$ cat src/rtl/beta_shared_arbiter_pkg.sv
// Shared definitions for the Beta CPU / laser engine BRAM arbiter:
// FSM state encodings, grant identifiers and default bus widths.
package beta_shared_arbiter_pkg;

  localparam int ADDR_W_DEF = 14;
  localparam int DATA_W_DEF = 32;

  typedef enum logic [1:0] {
    IDLE    = 2'd0,
    ACCESS  = 2'd1,
    CAPTURE = 2'd2,
    DONE    = 2'd3
  } state_t;

  typedef enum logic {
    GNT_CPU = 1'b0,
    GNT_ENG = 1'b1
  } grant_t;

endpackage

$ cat src/rtl/beta_shared_arbiter_rr_arb2.sv
// Combinational two-way round-robin picker. req[0] is the CPU, req[1] the engine;
// on a tie the requester that did not win last time is chosen.
module rr_arb2
  import beta_shared_arbiter_pkg::*;
(
  input  logic [1:0] req,
  input  grant_t     last_grant,
  output logic [1:0] grant
);

  always_comb begin
    grant = 2'b00;
    case (req)
      2'b01:   grant = 2'b01;
      2'b10:   grant = 2'b10;
      2'b11:   grant = (last_grant == GNT_ENG) ? 2'b01 : 2'b10;
      default: grant = 2'b00;
    endcase
  end

endmodule

$ cat src/rtl/beta_shared_arbiter.sv
// Shares one single-port, 1-cycle-latency BRAM between the Beta CPU and the laser
// scan engine. Fixed four-cycle access: IDLE -> ACCESS -> CAPTURE -> DONE.
module beta_shared_arbiter
  import beta_shared_arbiter_pkg::*;
#(
  parameter int ADDR_W = ADDR_W_DEF,
  parameter int DATA_W = DATA_W_DEF
) (
  input  logic              clk,
  input  logic              reset,

  input  logic              cpu_req,
  input  logic              cpu_we,
  input  logic [ADDR_W-1:0] cpu_addr,
  input  logic [DATA_W-1:0] cpu_wdata,
  output logic [DATA_W-1:0] cpu_rdata,
  output logic              cpu_ack,

  input  logic              eng_req,
  input  logic              eng_we,
  input  logic [ADDR_W-1:0] eng_addr,
  input  logic [DATA_W-1:0] eng_wdata,
  output logic [DATA_W-1:0] eng_rdata,
  output logic              eng_ack,

  output logic              mem_en,
  output logic              mem_we,
  output logic [ADDR_W-1:0] mem_addr,
  output logic [DATA_W-1:0] mem_wdata,
  input  logic [DATA_W-1:0] mem_rdata
);

  state_t            state, state_nxt;
  grant_t            winner, winner_nxt;
  grant_t            last_grant, last_grant_nxt;
  logic              acc_we, acc_we_nxt;
  logic [1:0]        grant;

  logic              mem_en_nxt, mem_we_nxt;
  logic [ADDR_W-1:0] mem_addr_nxt;
  logic [DATA_W-1:0] mem_wdata_nxt;
  logic              cpu_ack_nxt, eng_ack_nxt;
  logic [DATA_W-1:0] cpu_rdata_nxt, eng_rdata_nxt;

  rr_arb2 u_rr_arb2 (
    .req        ({eng_req, cpu_req}),
    .last_grant (last_grant),
    .grant      (grant)
  );

  // NOTE: every signal gets a default before the case so no path leaves one
  // unassigned; otherwise synthesis infers a latch to hold the old value.
  always_comb begin
    state_nxt      = state;
    winner_nxt     = winner;
    last_grant_nxt = last_grant;
    acc_we_nxt     = acc_we;
    mem_en_nxt     = 1'b0;
    mem_we_nxt     = 1'b0;
    mem_addr_nxt   = mem_addr;
    mem_wdata_nxt  = mem_wdata;
    cpu_ack_nxt    = 1'b0;
    eng_ack_nxt    = 1'b0;
    cpu_rdata_nxt  = cpu_rdata;
    eng_rdata_nxt  = eng_rdata;

    case (state)
      IDLE: begin
        if (grant != 2'b00) begin
          winner_nxt     = grant[1] ? GNT_ENG : GNT_CPU;
          last_grant_nxt = grant[1] ? GNT_ENG : GNT_CPU;
          acc_we_nxt     = grant[1] ? eng_we : cpu_we;
          mem_en_nxt     = 1'b1;
          mem_we_nxt     = grant[1] ? eng_we : cpu_we;
          mem_addr_nxt   = grant[1] ? eng_addr : cpu_addr;
          mem_wdata_nxt  = grant[1] ? eng_wdata : cpu_wdata;
          state_nxt      = ACCESS;
        end
      end
      ACCESS: state_nxt = CAPTURE;
      CAPTURE: begin
        // BRAM read data is valid now, one cycle after the enable strobe.
        if (winner == GNT_CPU) begin
          cpu_ack_nxt = 1'b1;
          if (!acc_we) cpu_rdata_nxt = mem_rdata;
        end else begin
          eng_ack_nxt = 1'b1;
          if (!acc_we) eng_rdata_nxt = mem_rdata;
        end
        state_nxt = DONE;
      end
      DONE:    state_nxt = IDLE;
      default: state_nxt = IDLE;
    endcase
  end

  // NOTE: non-blocking assignments here so every register samples the values
  // from before this edge, independent of statement order.
  always_ff @(posedge clk or posedge reset) begin
    if (reset) begin
      state      <= IDLE;
      winner     <= GNT_CPU;
      last_grant <= GNT_ENG;
      acc_we     <= 1'b0;
      mem_en     <= 1'b0;
      mem_we     <= 1'b0;
      mem_addr   <= '0;
      mem_wdata  <= '0;
      cpu_ack    <= 1'b0;
      eng_ack    <= 1'b0;
      cpu_rdata  <= '0;
      eng_rdata  <= '0;
    end else begin
      state      <= state_nxt;
      winner     <= winner_nxt;
      last_grant <= last_grant_nxt;
      acc_we     <= acc_we_nxt;
      mem_en     <= mem_en_nxt;
      mem_we     <= mem_we_nxt;
      mem_addr   <= mem_addr_nxt;
      mem_wdata  <= mem_wdata_nxt;
      cpu_ack    <= cpu_ack_nxt;
      eng_ack    <= eng_ack_nxt;
      cpu_rdata  <= cpu_rdata_nxt;
      eng_rdata  <= eng_rdata_nxt;
    end
  end

endmodule

$ cat config.mk
export PLATFORM = sky130hd
export DESIGN_NAME = beta_shared_arbiter
export DESIGN_NICKNAME = d
export VERILOG_FILES = /design/src/rtl/beta_shared_arbiter_pkg.sv /design/src/rtl/beta_shared_arbiter_rr_arb2.sv /design/src/rtl/beta_shared_arbiter.sv
export SDC_FILE = /design/constraint.sdc
export NUM_CORES = 1
export LEC_CHECK = 0
export CAP_MARGIN = 10
export CORE_MARGIN = 2
export CORE_UTILIZATION = 44
export DETAILED_ROUTE_END_ITERATION = 7
export HOLD_SLACK_MARGIN = 0.15
export PLACE_DENSITY = 0.89
export SLEW_MARGIN = 40
export SYNTH_ARGS = -nofsm -noshare
export SYNTH_HDL_FRONTEND = slang
export SYNTH_SLANG_ARGS = --single-unit
$ cat constraint.sdc
create_clock -name clk -period 10.82 [get_ports clk]
set_input_delay 1.623 -clock clk [delete_from_list [all_inputs] [get_ports clk]]
set_output_delay 1.623 -clock clk [all_outputs]
set_load 0.1 [all_outputs]
After elaboration in Yosys (flattened, before gate mapping) --
Cells that the tools add are included. W data, S select, Z words.
Word-level totals: bits in registers 119, input port bits 130, word-level logic and storage cells 42
Operators by class: eq/ne operators 7, multiplexer cells 16, bitwise logic cells 2, reductions and logical operators 5
Operator list (number):
- $mux W32 | 1
- $mux W14 | 1
- $mux W1 | 10
- $eq A2 B2 Y1 const B | 4
- $pmux W2 S4 | 1
- $pmux W2 S3 | 1
- $reduce_and A3 Y1 | 2
- $eq A2 B1 Y1 const B | 2
- $mux W2 | 2
- $logic_not A2 Y1 | 1
- $ne A2 B2 Y1 const B | 1
- $not A1 Y1 | 2
- $reduce_and A2 Y1 | 1
- $reduce_bool A2 Y1 | 1

Longest topological paths before layout --
Gate-level depths: netlist (run 1).
depth after elaboration 5, depth in mapped cells 8, mapped depth without buffers 6

Hierarchy --
Synthesis (run 1) repeated with hierarchy kept, for this count alone.
Second synthesis, totals: cell total of the unflattened synthesis 404, area total of the unflattened synthesis 5216.3 µm²
Modules (own cells, without submodules):
- beta_shared_arbiter | instances 1, cells each 401, area an instance 5197.5 µm²
- rr_arb2 | instances 1, cells each 3, area an instance 18.8 µm²

Least setup slack after synthesis (run 1) --
Ideal clock, no wire load.
path type register to output, start point register mem_addr[0], end point output mem_addr[0], arrival time 0.898 ns, data required time 9.197 ns, setup slack 8.299 ns, stages on the path, launching flop included 1, cell sequence dfrtp_1
RTL lines:
- start, declared | RTL line beta_shared_arbiter.sv:28 | output logic [ADDR_W-1:0] mem_addr,
- start signal, assigned | RTL line beta_shared_arbiter.sv:120 | mem_addr <= mem_addr_nxt;
No word-level cell between the ends.

Worst setup path in the final report (run 1) --
start point input cpu_req, end point register mem_addr[11]
On the way: longest elaborated chain between the ends 4
RTL lines:
- start, declared | RTL line beta_shared_arbiter.sv:12 | input logic cpu_req,
- $eq A2 B2 Y1 / $eq A2 B1 Y1 (equally long branches) | RTL line beta_shared_arbiter_rr_arb2.sv:13 | case (req)
- $pmux W2 S3 * | RTL line beta_shared_arbiter_rr_arb2.sv:13
- $reduce_bool A2 Y1 | RTL line beta_shared_arbiter.sv:69 | if (grant != 2'b00) begin
- $reduce_and A2 Y1 (no line)
Every way passes the cells marked *; elsewhere a longest branch is shown, timed or not. A chain may end at the register's enable or synchronous reset.

==> results of run 1 <==
[how the worst max path moves through the flow]
stage | cells past startpoint | endpoint | slack, ps | startpoint
2_1_floorplan | 1 | acc_we$_DFFE_PP0P_ | 6040 | reset
3_3_place_gp | 4 | mem_wdata[30]$_DFFE_PP0P_ | 7190 | eng_req
3_5_place_dp | 5 | mem_wdata[6]$_DFFE_PP0P_ | 7280 | cpu_req
4_1_cts | 5 | mem_addr[11]$_DFFE_PP0P_ | 7700 | cpu_req
5_1_grt | 5 | mem_wdata[6]$_DFFE_PP0P_ | 7530 | cpu_req
6_report | 5 | mem_addr[11]$_DFFE_PP0P_ | 7700 | cpu_req
[cells in the final DEF (no fill, tap or decap), types with 3 or more instances in the layout]
master,count
nor2_1,48
nand2_1,46
a21oi_1,95
buf_2,114
bufinv_16,3
clkbuf_16,17
clkbuf_8,5
mux2_4,60
clkdlybuf4s50_1,129
dfrtp_1,118
mux2_2,5
buf_4,4
clkinv_2,5
ha_1,3
[cell families after synthesis]
group                    share of synthesized area
multiplexers                                0.1875
AND/OR/NAND/NOR                            0.07812
flip-flops                                  0.5776
AO/OA/AOI/OAI                               0.1009
buffers and inverters                      0.04852
adder cells (fa/ha/maj)                   0.007279
[sequential cells by signal (all words and copies together), names as in the netlist]
name        flops
eng_ack         1
mem_addr       14
state           2
mem_wdata      32
acc_we          1
winner          1
cpu_ack         1
mem_we          1
cpu_rdata      32
eng_rdata      32
mem_en          1
last_grant      1
[area by class of cell]
cell class                 count  area [sq um]
clock buffer                  24         501.7
fill                         839          3747
sequential                   119          2979
timing repair buffer         250          1929
inverter                       4         18.77
multi-input combinational    269          1946
tap                          143         178.9
clock inverter                 8         117.6
[synthesized netlist by cell type, drive strengths merged]
| cell type | number | share of area |
|---|---|---|
| a21bo | 1 | 0.0019 |
| a21boi | 1 | 0.0022 |
| a21oi | 95 | 0.092 |
| a22o | 1 | 0.0017 |
| a31oi | 1 | 0.0012 |
| and2 | 1 | 0.0017 |
| buf | 24 | 0.043 |
| clkbuf | 4 | 0.0029 |
| dfrtp | 118 | 0.57 |
| dfstp | 1 | 0.0051 |
| ha | 3 | 0.0073 |
| inv | 4 | 0.0029 |
| mux2 | 65 | 0.19 |
| mux2i | 1 | 0.0019 |
| nand2 | 46 | 0.033 |
| nand2b | 1 | 0.0012 |
| nor2 | 48 | 0.035 |
| nor2b | 2 | 0.0044 |
| nor3 | 1 | 0.00097 |
| nor3b | 1 | 0.0015 |
| o21ai | 1 | 0.0017 |
[layer usage]
metal	vias to the layer above	track usage	routed length, microns
met4	0	0.09675	359
met2	209	0.3671	6629
li1	1907	-	-
met3	27	0.09125	1226
met1	1978	0.2848	5737
met5	-	0	0
[stage by stage]
| step | std cells | setup WS [ps] | hold WS [ps] |
|---|---|---|---|
| finish | 817 | 7703 | 477.9 |
| global route | 817 | 7534 | 496.0 |
| CTS | 817 | 7698 | 475.3 |
| detailed placement | 785 | 7282 | 467.4 |
| global placement | 783 | 7193 | 462.5 |
| floorplan | 420 | 6041 | 444.4 |
[worst max-delay path, stage by stage]
cell             delay, ps
clkdlybuf4s50_1        650
a21bo_1                480
buf_4                  420
nand2_1                110
a21oi_1                150
==> impl_metrics.yaml, run 1 <==
status:
  outcome: "finished clean"
timing:
  setup_viol: 0
  fin_crit_sh: 0.2881
  period_minus_slack_ps: 3117
  fin_tns_setup_ps: 0
  relSlewSlack: 0.5375
  fmax_mhz: 320.8
  final.setup_skew_ps: 10.86
  hold_violations: 0
  grt_setup_unrepaired: "no"
  report.final.slew_viol_count: 0
  worstMarginPinSlew_ps: 693.7
setup_path:
  critPathRequiredTime_ps: 11150
  worstReg2RegStart: "state[0]$_DFFE_PP0P_"
  rrSetupSlack_ps: 8770
  arrival_ps: 3450
  critPathCaptureType: "register"
  worstRegToRegCells: 6
  startpoint_type: "input port"
  path_class: "input port to register"
  crit_fanout: 33
  r2r-end: "cpu_rdata[27]$_DFFE_PP0P_"
finish:
  n_antenna_cell: 0
  final_cell_area_sq_um: 7671
  drive_above_1_share: 0.3338
  fin_util: 0.6718
  synthToLayoutAreaGrowth_pct: 48.74
  final_nets: 794
grt:
  track_usage: 0.2319
  grt_pass1_vias: 4304
  grt_start_max_net_pins: 79
  overflow: 0
  grt_pass1_wl_microns: 22850
  antenna_found_initial: 0
clocking:
  clk_latency_ps: 410
  post_cts_resized: 0
  clock-root-buffer: "clkbuf_16"
  numCtsBuffers: 17
  cts.htree.levels: 4
  clkSlewWorstSetupHoldPaths_ps: 50
  post_cts_buffers: 0
  clk_path_buf_depth: 2
  cts_hold_buf: 0
  clock_sinks: 119
  cts_tree: "done"
detailed_routing:
  wl_per_cell_microns: 17.08
  drc: 0
  vias: 4121
  ant_nets: 0
  drt_wl_total_microns: 13950
  drt_iter0_markers: 283
  dr.pass1.iters: 4
  via_per_inst: 5.044
yosys:
  synth_area_sq_um: 5157
  syn_inst: 420
  ys_seq_area_frac: 0.5776
  synth.avg_cell_area_sq_um: 12.28
  yosys.cell_types.count: 27
  yosys_warnings: 0
  synth_seq_cells: 119
  synthesis.nets: 553
worst_hold_path:
  worstHoldStart: "winner$_DFFE_PP0P_"
  hold_end: "cpu_ack$_DFF_PP0_"
  min_path_type: "register to register"
  min_path_cells: 1
floorplanning:
  core-area_sq_um: 11420
  num_rows: 39
  die_y_microns: 112.3
  start_util: 0.4517
  dieArea_sq_um: 12600
  io_pins: 244
  die_w_microns: 112.3
placement:
  placed_area_sq_um: 7051
  portBuffers: 243
  post-dp-hpwl_microns: 9546
  place.gp.congestion: 0.8145
run:
  maxCapViolCount: 0
Power of run 1 is not shown: default switching activity piles up to over one toggle a cycle in this logic, so the estimate is an artifact.
==> run 2, diff against run 1 <==
Settings changed: CORE_UTILIZATION 44 to 37, PLACE_DENSITY 0.89 to 0.8.
Clock period 10.82 ns to 2.7 ns, I/O delays scaled along.
==> impl_metrics.yaml, run 2 (same netlist as run 1, synthesis figures left out) <==
status:
  outcome: "finished clean"
timing:
  period_minus_slack_ps: 1801
  final.setup_skew_ps: 6.657
  worstMarginPinSlew_ps: 631.5
  report.final.slew_viol_count: 0
  fmax_mhz: 555.2
  fin_tns_setup_ps: 0
  relSlewSlack: 0.5790
  hold_violations: 0
  setup_viol: 0
  grt_setup_unrepaired: "no"
  fin_crit_sh: 0.6671
floorplanning:
  core-area_sq_um: 13770
  dieArea_sq_um: 14900
  io_pins: 244
  num_rows: 43
  die_y_microns: 122.1
  start_util: 0.3745
  die_w_microns: 122.1
detailed_routing:
  dr.pass1.iters: 5
  vias: 4174
  via_per_inst: 4.893
  drc: 0
  drt_iter0_markers: 210
  ant_nets: 0
  wl_per_cell_microns: 16.11
  drt_wl_total_microns: 13740
clocking:
  post_cts_resized: 0
  clk_path_buf_depth: 2
  clkSlewWorstSetupHoldPaths_ps: 50
  numCtsBuffers: 17
  clock_sinks: 119
  clk_latency_ps: 410
  clock-root-buffer: "clkbuf_16"
  cts_hold_buf: 0
  post_cts_buffers: 0
  cts_tree: "done"
  cts.htree.levels: 4
setup_path:
  worstReg2RegStart: "state[0]$_DFFE_PP0P_"
  max_stage_delay_ps: 370
  crit_path_start: "state[0]$_DFFE_PP0P_"
  crit_buf_inv: 2
  path_cells: "inv_1, ha_1, nor2b_2, nor2b_4, buf_12, mux2_2"
  critPathCaptureType: "register"
  critPathRequiredTime_ps: 2980
  startpoint_type: "register"
  crit_fanout: 32
  path_class: "register to register"
  path_delay_family: "multiplexers"
  arrival_ps: 2080
  cp_slowest_cell: "mux2_2"
finish:
  synthToLayoutAreaGrowth_pct: 55.70
  reg.largest.list: "cpu_rdata: 32 flops, eng_rdata: 32 flops, mem_wdata: 32 flops"
  n_antenna_cell: 0
  final_cell_mix: "clkdlybuf4s50_1, dfrtp_1, buf_4"
  final_common_cell: "clkdlybuf4s50_1"
  final_nets: 794
  drive_above_1_share: 0.3314
grt:
  overflow: 0
  grt_pass1_vias: 4217
  grt_pass1_wl_microns: 20870
  grt_start_max_net_pins: 120
  antenna_found_initial: 0
  track_usage: 0.1820
run:
  maxCapViolCount: 0
placement:
  portBuffers: 243
  place.gp.congestion: 0.7690
  post-dp-hpwl_microns: 9631
worst_hold_path:
  min_path_type: "register to register"
  worstHoldStart: "winner$_DFFE_PP0P_"
-- run 2: changes by cell type in the layout (fill, tap and decap cells not counted), sizes merged --
cell | previous run | this run
clkbuf | 24 | 23
clkinv | 5 | 4
clkinvlp | 1 | 2
-- run 2: area by class of cell --
cell class	instances	area [sq um]
clock buffer	23	478.0
clock inverter	8	121.4
fill	1116	5743
inverter	4	18.77
multi-input combinational	269	1946
sequential	119	2979
tap	180	225.2
timing repair buffer	250	2262
-- run 2: worst paths after layout --
kind                       slack [ps]                        end  cells after the start
setup / recovery                  900  cpu_rdata[27]$_DFFE_PP0P_                      6
hold / removal                    480          cpu_ack$_DFF_PP0_                      1
setup reg to reg                  900  cpu_rdata[27]$_DFFE_PP0P_                      6
hold reg to reg                   480          cpu_ack$_DFF_PP0_                      1
max in group asynchronous        1680         acc_we$_DFFE_PP0P_                      3
min in group asynchronous         540   cpu_rdata[2]$_DFFE_PP0P_                      3
-- run 2: through the flow --
stage	util	worst slack, ps	instance area, sq um	cells	hold slack [ps]
3_3_place_gp	0.5395	689.0	7431	822	474.3
4_1_cts	0.5830	904.3	8030	853	486.2
2_1_floorplan	-	840.5	5161	420	444.4
5_1_grt	0.5830	784.4	8030	853	501.9
3_5_place_dp	0.5395	581.1	7431	822	485.1
6_report	0.5830	898.9	8030	853	479.8
-- run 2: metal layers --
metal,GRT usage,vias up,part of all wire
met5,0,-,0
met4,0.07759,0,0.018
met3,0.06414,20,0.099
met2,0.2929,207,0.48
met1,0.2214,2042,0.40
li1,-,1905,-
Power of run 2 is left out for the same reason.
==> run 3, diff against run 2 <==
Settings changed: CORE_UTILIZATION 37 to 41, PLACE_DENSITY 0.8 to 0.84.
Clock period 2.7 ns to 1.66 ns, I/O delays scaled along.
==> impl_metrics.yaml, run 3 (same netlist as run 1, synthesis figures left out) <==
status:
  outcome: "finished clean"
setup_path:
  crit_path_start: "state[0]$_DFFE_PP0P_"
  arrival_ps: 1910
  r2r-end: "cpu_rdata[0]$_DFFE_PP0P_"
  max_stage_delay_ps: 370
  critPathRequiredTime_ps: 1950
  critPathCaptureType: "register"
  path_delay_family: "flip-flops"
  worstSetupPathDepth: 7
  startpoint_type: "register"
  endpoint: "cpu_rdata[0]$_DFFE_PP0P_"
  crit_buf_inv: 3
  path_class: "register to register"
  crit_fanout: 12
  rrSetupSlack_ps: 40
  path_cells: "inv_2, ha_4, nor2b_4, nor2b_4, buf_12, buf_12, mux2_4"
  worstReg2RegStart: "state[0]$_DFFE_PP0P_"
  cp_slowest_cell: "dfrtp_1"
  worstRegToRegCells: 7
finish:
  final_common_cell: "clkdlybuf4s50_1"
  final_nets: 818
  drive_above_1_share: 0.3639
  reg.largest.list: "cpu_rdata: 32 flops, eng_rdata: 32 flops, mem_wdata: 32 flops"
  n_antenna_cell: 0
  final_cell_mix: "clkdlybuf4s50_1, buf_12, dfrtp_1"
  synthToLayoutAreaGrowth_pct: 89.52
  fin_util: 0.8037
detailed_routing:
  ant_nets: 0
  dr.pass1.iters: 4
  via_per_inst: 5.050
  drc: 0
  vias: 4373
  wl_per_cell_microns: 19.73
  drt_wl_total_microns: 17090
  drt_iter0_markers: 346
timing:
  worstMarginPinSlew_ps: 340.3
  report.final.slew_viol_count: 0
  grt_setup_unrepaired: "yes"
  relSlewSlack: 0.7666
  holdWs_ps: 384.9
  fin_tns_setup_ps: 0
  final.setup_skew_ps: 7.115
  period_minus_slack_ps: 1618
  hold_violations: 0
  fin_crit_sh: 0.9748
  fmax_mhz: 618.0
  setup_viol: 0
worst_hold_path:
  min_path_type: "input port to register"
  worstHoldStart: "cpu_wdata[8]"
grt:
  grt_pass1_vias: 4704
  overflow: 0
  grt_start_max_net_pins: 67
  grt_pass1_wl_microns: 26250
  track_usage: 0.2612
  antenna_found_initial: 0
placement:
  place.gp.congestion: 0.8237
  portBuffers: 243
  post-dp-hpwl_microns: 12500
run:
  maxCapViolCount: 0
clocking:
  clkSlewWorstSetupHoldPaths_ps: 50
  numCtsBuffers: 17
  clock-root-buffer: "clkbuf_16"
  clk_path_buf_depth: 2
  cts_tree: "done"
  clock_sinks: 119
  clk_latency_ps: 420
  cts.htree.levels: 4
floorplanning:
  die_y_microns: 116.2
  die_w_microns: 116.2
  dieArea_sq_um: 13490
  num_rows: 40
  io_pins: 244
  core-area_sq_um: 12160
  start_util: 0.4241
-- run 3: worst reg2reg max path, delay by kind of cell (launching register included) --
kind | cells | cell delay, ps
fa+ha+maj | 1 | 140
simple gates | 2 | 300
flops | 1 | 370
mux | 1 | 320
buf+inv | 3 | 360
-- run 3: how the worst min path moves through the flow --
stage                                 to  slack, ps  cells after the start
2_1_floorplan     last_grant$_DFFE_PP1P_        310                      1
6_report        mem_wdata[8]$_DFFE_PP0P_        380                      3
3_3_place_gp           cpu_ack$_DFF_PP0_        470                      1
3_5_place_dp           cpu_ack$_DFF_PP0_        500                      1
4_1_cts        mem_wdata[26]$_DFFE_PP0P_        370                      3
5_1_grt          mem_addr[1]$_DFFE_PP0P_        380                      3
-- run 3: per-layer routing --
| metal | part of all wire | up-vias | wire length [microns] | GRT usage |
|---|---|---|---|---|
| met5 | 0 | - | 0 | 0 |
| met4 | 0.026 | 0 | 445 | 0.1000 |
| met3 | 0.092 | 37 | 1574 | 0.1069 |
| met2 | 0.52 | 243 | 8866 | 0.4503 |
| met1 | 0.36 | 2137 | 6202 | 0.2903 |
| li1 | - | 1956 | - | - |
-- run 3: repair_timing --
action / CTS / global route
hold buffers: 1 / 0
hold endpoints to repair: 8 / 0
cloned: 0 / 1
pin swaps: 0 / 0
gates resized for setup: 5 / 4
setup endpoints to repair: 29 / 13
buffers inserted: 2 / 0
-- run 3: area by class of cell --
cell class / count / area, sq um
Fill cell: 643 / 2387
Inverter: 4 / 18.77
Tap cell: 168 / 210.2
Clock inverter: 13 / 202.7
Clock buffer: 19 / 442.9
Sequential cell: 119 / 2979
Multi-Input combinational cell: 269 / 1974
Timing Repair Buffer: 274 / 3946
-- run 3: per-stage QoR --
step	setup WS (ps)	area [sq um]	instances
5_1_grt	-12.19	9774	866
4_1_cts	29.30	9734	865
2_1_floorplan	-43.55	5161	420
6_report	41.83	9774	866
3_5_place_dp	-53.99	9042	830
3_3_place_gp	24.15	9042	830
Power of run 3 is left out for the same reason.
